$ cat src/rtl/codec_intf_if.sv
// Signal bundle between codec_intf, the equalizer datapath and the CS4272 pins.
// The slave modport is the bridge itself; master is the datapath/CODEC side.
interface codec_intf_if;
  logic [15:0] lft_out;
  logic [15:0] rht_out;
  logic [15:0] lft_in;
  logic [15:0] rht_in;
  logic        valid;
  logic        MCLK;
  logic        SCLK;
  logic        LRCLK;
  logic        SDout;
  logic        SDin;
  logic        RSTn;

  modport slave (
    input  lft_out, rht_out, SDout,
    output lft_in, rht_in, valid, MCLK, SCLK, LRCLK, SDin, RSTn
  );

  modport master (
    output lft_out, rht_out, SDout,
    input  lft_in, rht_in, valid, MCLK, SCLK, LRCLK, SDin, RSTn
  );
endinterface

$ cat src/rtl/codec_intf.sv
// CS4272 left-justified serial bridge: derives MCLK/SCLK/LRCLK from one 10-bit
// frame counter, deserializes SDout into stereo pairs and serializes SDin.
module codec_intf (
  input  logic        clk,
  input  logic        rst_n,
  codec_intf_if.slave bus
);
  logic [9:0]  r_cnt;
  logic        r_lrclk;
  logic        r_rstn;
  logic        r_valid;
  logic [15:0] r_rx_shift;
  logic [15:0] r_tx_shift;
  logic [15:0] r_lft_in;
  logic [15:0] r_rht_in;

  logic [9:0]  w_cnt_next;
  logic        w_sclk_rise;
  logic        w_sclk_fall;
  logic [15:0] w_rx_word;

  assign w_cnt_next  = r_cnt + 10'd1;
  assign w_sclk_rise = (r_cnt[4:0] == 5'h0F);
  assign w_sclk_fall = (r_cnt[4:0] == 5'h1F);
  assign w_rx_word   = {r_rx_shift[14:0], bus.SDout};

  // LRCLK gets its own flop so the inverted counter MSB never passes through logic.
  always_ff @(posedge clk or negedge rst_n) begin
    if (!rst_n) begin
      r_cnt      <= 10'd0;
      r_lrclk    <= 1'b1;
      r_rstn     <= 1'b0;
      r_valid    <= 1'b0;
      r_rx_shift <= 16'd0;
      r_tx_shift <= 16'd0;
      r_lft_in   <= 16'd0;
      r_rht_in   <= 16'd0;
    end else begin
      r_cnt   <= w_cnt_next;
      r_lrclk <= ~w_cnt_next[9];
      if (r_cnt == 10'h3FF)
        r_rstn <= 1'b1;

      if (w_sclk_rise)
        r_rx_shift <= w_rx_word;
      if (r_cnt == 10'h1EF)
        r_lft_in <= w_rx_word;
      if (r_cnt == 10'h3EF)
        r_rht_in <= w_rx_word;
      r_valid <= (r_cnt == 10'h3EF) && r_rstn;

      // Half-frame loads land on an SCLK fall, so they must win over the shift.
      if (r_cnt == 10'h3FF)
        r_tx_shift <= bus.lft_out;
      else if (r_cnt == 10'h1FF)
        r_tx_shift <= bus.rht_out;
      else if (w_sclk_fall)
        r_tx_shift <= {r_tx_shift[14:0], 1'b0};
    end
  end

  assign bus.MCLK   = r_cnt[1];
  assign bus.SCLK   = r_cnt[4];
  assign bus.LRCLK  = r_lrclk;
  assign bus.RSTn   = r_rstn;
  assign bus.valid  = r_valid;
  assign bus.lft_in = r_lft_in;
  assign bus.rht_in = r_rht_in;
  assign bus.SDin   = r_tx_shift[15];
endmodule
$ cat src/flat_wrapper.sv
// flat-port wrapper written by rule: the top's interface ports become plain ports
module codec_intf_flat 
  (clk, rst_n, bus_lft_out, bus_rht_out, bus_SDout, bus_lft_in, bus_rht_in, bus_valid, bus_MCLK, bus_SCLK, bus_LRCLK, bus_SDin, bus_RSTn);
  codec_intf_if bus_i ();
  input  logic clk;
  input  logic rst_n;
  input wire logic [$bits(bus_i.lft_out)-1:0] bus_lft_out;
  input wire logic [$bits(bus_i.rht_out)-1:0] bus_rht_out;
  input wire logic [$bits(bus_i.SDout)-1:0] bus_SDout;
  output wire logic [$bits(bus_i.lft_in)-1:0] bus_lft_in;
  output wire logic [$bits(bus_i.rht_in)-1:0] bus_rht_in;
  output wire logic [$bits(bus_i.valid)-1:0] bus_valid;
  output wire logic [$bits(bus_i.MCLK)-1:0] bus_MCLK;
  output wire logic [$bits(bus_i.SCLK)-1:0] bus_SCLK;
  output wire logic [$bits(bus_i.LRCLK)-1:0] bus_LRCLK;
  output wire logic [$bits(bus_i.SDin)-1:0] bus_SDin;
  output wire logic [$bits(bus_i.RSTn)-1:0] bus_RSTn;
  assign bus_i.lft_out = bus_lft_out;
  assign bus_i.rht_out = bus_rht_out;
  assign bus_i.SDout = bus_SDout;
  assign bus_lft_in = bus_i.lft_in;
  assign bus_rht_in = bus_i.rht_in;
  assign bus_valid = bus_i.valid;
  assign bus_MCLK = bus_i.MCLK;
  assign bus_SCLK = bus_i.SCLK;
  assign bus_LRCLK = bus_i.LRCLK;
  assign bus_SDin = bus_i.SDin;
  assign bus_RSTn = bus_i.RSTn;
  codec_intf u_core (.clk(clk), .rst_n(rst_n), .bus(bus_i));
endmodule
$ cat config.mk
export PLATFORM = sky130hd
export DESIGN_NAME = codec_intf_flat
export DESIGN_NICKNAME = d
export VERILOG_FILES = /design/src/rtl/codec_intf_if.sv /design/src/rtl/codec_intf.sv /design/src/flat_wrapper.sv
export SDC_FILE = /design/constraint.sdc
export NUM_CORES = 1
export LEC_CHECK = 0
export BUFFER_PORTS_ARGS = -buffer_cell sky130_fd_sc_hd__buf_2
export CORE_ASPECT_RATIO = 2
export CORE_MARGIN = 2
export CORE_UTILIZATION = 30
export DETAILED_ROUTE_END_ITERATION = 6
export PLACE_DENSITY = 0.52
export SLEW_MARGIN = 20
export SYNTH_ARGS = -nofsm -noshare
export SYNTH_HDL_FRONTEND = slang
export SYNTH_SLANG_ARGS = --single-unit
$ cat constraint.sdc
create_clock -name clk -period 3.05 [get_ports clk]
set_clock_uncertainty 0.1 [all_clocks]
set_input_delay 0.305 -clock clk [delete_from_list [all_inputs] [get_ports clk]]
set_output_delay 0.305 -clock clk [all_outputs]
set_load 0.05 [all_outputs]
### Yosys cells after proc, flatten, opt, wreduce, memory -nomap -nowiden

Cells that the tools add are included.
Widths: inputs -> output; s select.

* add/subtract/negate cells: 1
* eq/ne operators: 6
* mux-type cells: 3
* bitwise logic cells: 1
* reduce and logical (&&, ||, !) cells: 2

Operators with widths (count)
* $mux 16: 3
* $eq 10x10->1 const B: 2
* $eq 10x9->1 const B: 2
* $add 10x1->10 const B: 1
* $eq 5x4->1 const B: 1
* $eq 5x5->1 const B: 1
* $reduce_bool 3->1: 1
* $logic_and 1x1->1: 1
* $not 1->1: 1

* register bits after elaboration: 76
* input bits: 35
* output and inout bits: 38
* word-level logic and storage cells: 21

### Longest topological paths before layout

* word-level depth: 4
* mapped depth: 8
* gate-level depth less buffers: 6

### Worst setup path before layout

No wires, ideal clock.

* path kind: register -> register
* start point: register u_core.r_cnt[1]
* end point: register u_core.r_rx_shift[10]
* data arrival time: 2.288 ns
* path slack: 0.538 ns
* stages on the path, launching flop included: 8
* path buffers: 2
* cells stage by stage: dfrtp_1 ha_1 nand3_4 inv_1 ha_1 clkbuf_1 clkbuf_1 mux2_2

* word-level cells in the longest chain between the ends: 1

Ends and longest elaborated chain
* start, declared: RTL line codec_intf.sv:8 `logic [9:0] r_cnt;`
* start signal, assigned: RTL line codec_intf.sv:39 `r_cnt <= w_cnt_next;`
* $eq 5x4->1: RTL line codec_intf.sv:23 `assign w_sclk_rise = (r_cnt[4:0] == 5'h0F);`
* end signal, assigned: RTL line codec_intf.sv:45 `r_rx_shift <= w_rx_word;`
* end, declared: RTL line codec_intf.sv:12 `logic [15:0] r_rx_shift;`

No other way between the ends.
A chain may end at the register's enable or synchronous reset.

### Worst setup path after layout

* start point: register u_core.r_cnt[0]
* end point: register u_core.r_rx_shift[8]

Same word-level chain as after synthesis.

==> flow_summary.json <==
{
  "layout_setup_ws_ns": 0.8662,
  "slowest_delay_ns": 0.59,
  "ctsHoldBuffers": 0,
  "ios": 73,
  "clockRootBuffer": "clkbuf_16",
  "met1_length_um": 2405,
  "drive_above_1_share_pct": 48.67,
  "layout-area-overhead-vs-synth_pct": 25.38,
  "cts.sinks": 76,
  "place_area_um2": 3807,
  "core-area_um2": 10810,
  "slew_violations": 0,
  "clk_pin_slew_ns": 0.06,
  "yosysWarnings": 0,
  "path_cells": "ha_1 -> nand3_4 -> inv_1 -> ha_1 -> mux2_2",
  "fin_crit_ns": 2.184,
  "routabilityCongestion": 0.6676,
  "arrival_ns": 2.30,
  "grt_use_total_pct": 11.62,
  "cts_setup_buffers": 0,
  "hold_viol_final": 0,
  "vias_per_cell": 4.443,
  "fillers": 1100,
  "fin_crit_sh_pct": 71.60,
  "synthSimpleGateAreaFrac_pct": 4.795,
  "clk_latency_ns": 0.33,
  "cp-start-kind": "flop",
  "peakVddDrop_uv": 324.5,
  "final_common_cell": "dfrtp_1",
  "wl_met3_um": 374,
  "synthAdderAreaFrac_pct": 1.142,
  "netlist-cell-type-count": 26,
  "start_util_pct": 30.42,
  "ctsHtreeMaxLevel": 3,
  "final_cell_mix": "dfrtp_1 (75), buf_2 (71), mux2i_1 (47)",
  "nNetsFinal": 334,
  "post-dp-hpwl_um": 4346,
  "dieWidth_um": 78.03,
  "tightest_slew_ns": 0.6640,
  "die-area_um2": 11860,
  "cts_made_buffers": 9,
  "drt_iter0_markers": 78,
  "synth-compound-area-share_pct": 0.2283,
  "cts_max_path_buffers": 2,
  "syn_nets": 253,
  "hold_ws_ns": 0.1460,
  "grt_max_degree": 77,
  "cp_slowest_cell": "ha_1",
  "ys_ff_latch": 76,
  "critical_path_class": "flop to flop",
  "hold_path.class": "primary input to flop",
  "timing.fmax_mhz": 457.9,
  "synth_top_family_by_area": "multiplexers",
  "setup_viol": 0,
  "vias": 1955,
  "grt_antenna_before_repair": 0,
  "power_density_nw_per_um2": 496.5,
  "rsz0062_at_grt": "false",
  "ant_nets": 0,
  "dr.pass1.iters": 4,
  "yosys-mux-area-fraction_pct": 31.54,
  "slew_headroom_pct": 55.74,
  "grt_pass1_wl_um": 10610,
  "fp-row-count": 54,
  "synth-xor-area-share_pct": 2.131,
  "preCtsSetupSlack_ns": 0.8748,
  "routed-wl-met2_um": 3318,
  "syn_inst": 215,
  "leakage_nw": 1.942,
  "die_h_um": 152.1,
  "cp.required_ns": 3.16,
  "syn_area_um2": 3288,
  "dr.max_layer_used": "met4",
  "critical-path-top-cell-by-count": "ha_1",
  "post_cts_resized": 0,
  "avgSynthCellArea_um2": 15.29,
  "io_buffers": 72,
  "tns_ns": 0,
  "avgRoutedWirePerCell_um": 14.13,
  "routed_wl_um": 6217,
  "max_cap_viol_count": 0,
  "drc": 0,
  "first_global_vias": 2066,
  "end_kind": "flop",
  "gr-total-overflow": 0,
  "yosysSeqAreaShare_pct": 57.88,
  "post-route-cell-area_um2": 4123,
  "status": "complete, no violations",
  "cts_tree": "yes",
  "antenna_cells": 0,
  "cp_max_fo": 15
}
==> final timing paths <==
check / start / to / slack, ns / cells past startpoint
max: u_core.r_cnt[0] / u_core.r_rx_shift[8] / 0.87 / 5
min: bus_SDout / u_core.r_rx_shift[0] / 0.15 / 2
max reg2reg: u_core.r_cnt[0] / u_core.r_rx_shift[8] / 0.87 / 5
min reg2reg: u_core.bus.RSTn / u_core.bus.RSTn / 0.39 / 2
max in group asynchronous: rst_n / u_core.bus.lft_in[8] / 1.94 / 3
min in group asynchronous: rst_n / u_core.r_tx_shift[3] / 0.35 / 2
==> report_power, final <==
part,total [mW],internal [mW],leakage (nW),switching [mW]
sequential,1.01,1.01,0.961,0.00139
combinational,0.0539,0.0252,0.848,0.0287
clock,0.981,0.587,0.133,0.394
==> registers in the layout (all words and copies together) (netlist names) <==
name / flops
u_core.bus.LRCLK: 1
u_core.bus.RSTn: 1
u_core.bus.lft_in: 16
u_core.bus.rht_in: 16
u_core.bus.valid: 1
u_core.r_cnt: 10
u_core.r_rx_shift: 15
u_core.r_tx_shift: 16
==> final cells by class <==
cell class | instances | area, um2 | share of cell area [%]
Clock buffer | 11 | 252.7 | 6.130
Timing Repair Buffer | 79 | 437.9 | 10.62
Inverter | 5 | 18.77 | 0.4552
Tap cell | 140 | 175.2 | 4.249
Sequential cell | 76 | 1903 | 46.16
Clock inverter | 4 | 25.02 | 0.6070
Multi-Input combinational cell | 125 | 1310 | 31.78
==> through the flow <==
step | power [mW] | std cells | utilization [%]
after floorplan | 1.037 | 215 | -
after global placement | 1.080 | 423 | 35.22
after detailed placement | 1.081 | 423 | 35.22
after CTS | 2.086 | 438 | 37.79
after global routing | 2.140 | 440 | 38.14
final | 2.047 | 440 | 38.14
==> synth_stat cells, drive strengths merged <==
cell	instances	share of area, %
nor2	1	0.11
inv	5	0.57
nand4	3	0.57
mux2i	47	14
buf	6	1.4
mux2	47	17
xnor2	4	1.1
xor2	4	1.1
dfstp	1	0.80
clkbuf	3	0.34
nor3	4	1.3
and4	1	0.27
dfrtp	75	57
nand2b	2	0.38
nand3	3	0.99
ha	3	1.1
nand2	3	0.34
o31ai	1	0.23
nor4	2	0.84
==> kinds of logic (layout without fill, tap and decap cells) <==
logic type | count (synthesis) | count (layout)
compound gates | 1 | 1
xor+xnor | 8 | 8
fa+ha+maj | 3 | 3
buf+inv | 14 | 99
flops | 76 | 76
mux | 94 | 94
simple gates | 19 | 19
==> routing by layer <==
metal,global-route usage (%),up-vias
met5,0,-
met4,5.013,0
met3,4.394,10
met2,19.66,59
met1,12.83,955
li1,-,931
==> worst max-delay path, delay by kind of cell (launching register included) <==
kind          cells  cell delay, ns
fa+ha+maj         2            0.85
buf+inv           1            0.13
flops             1            0.40
mux               1            0.41
simple gates      1            0.17
(Power assumes the default switching activity.)
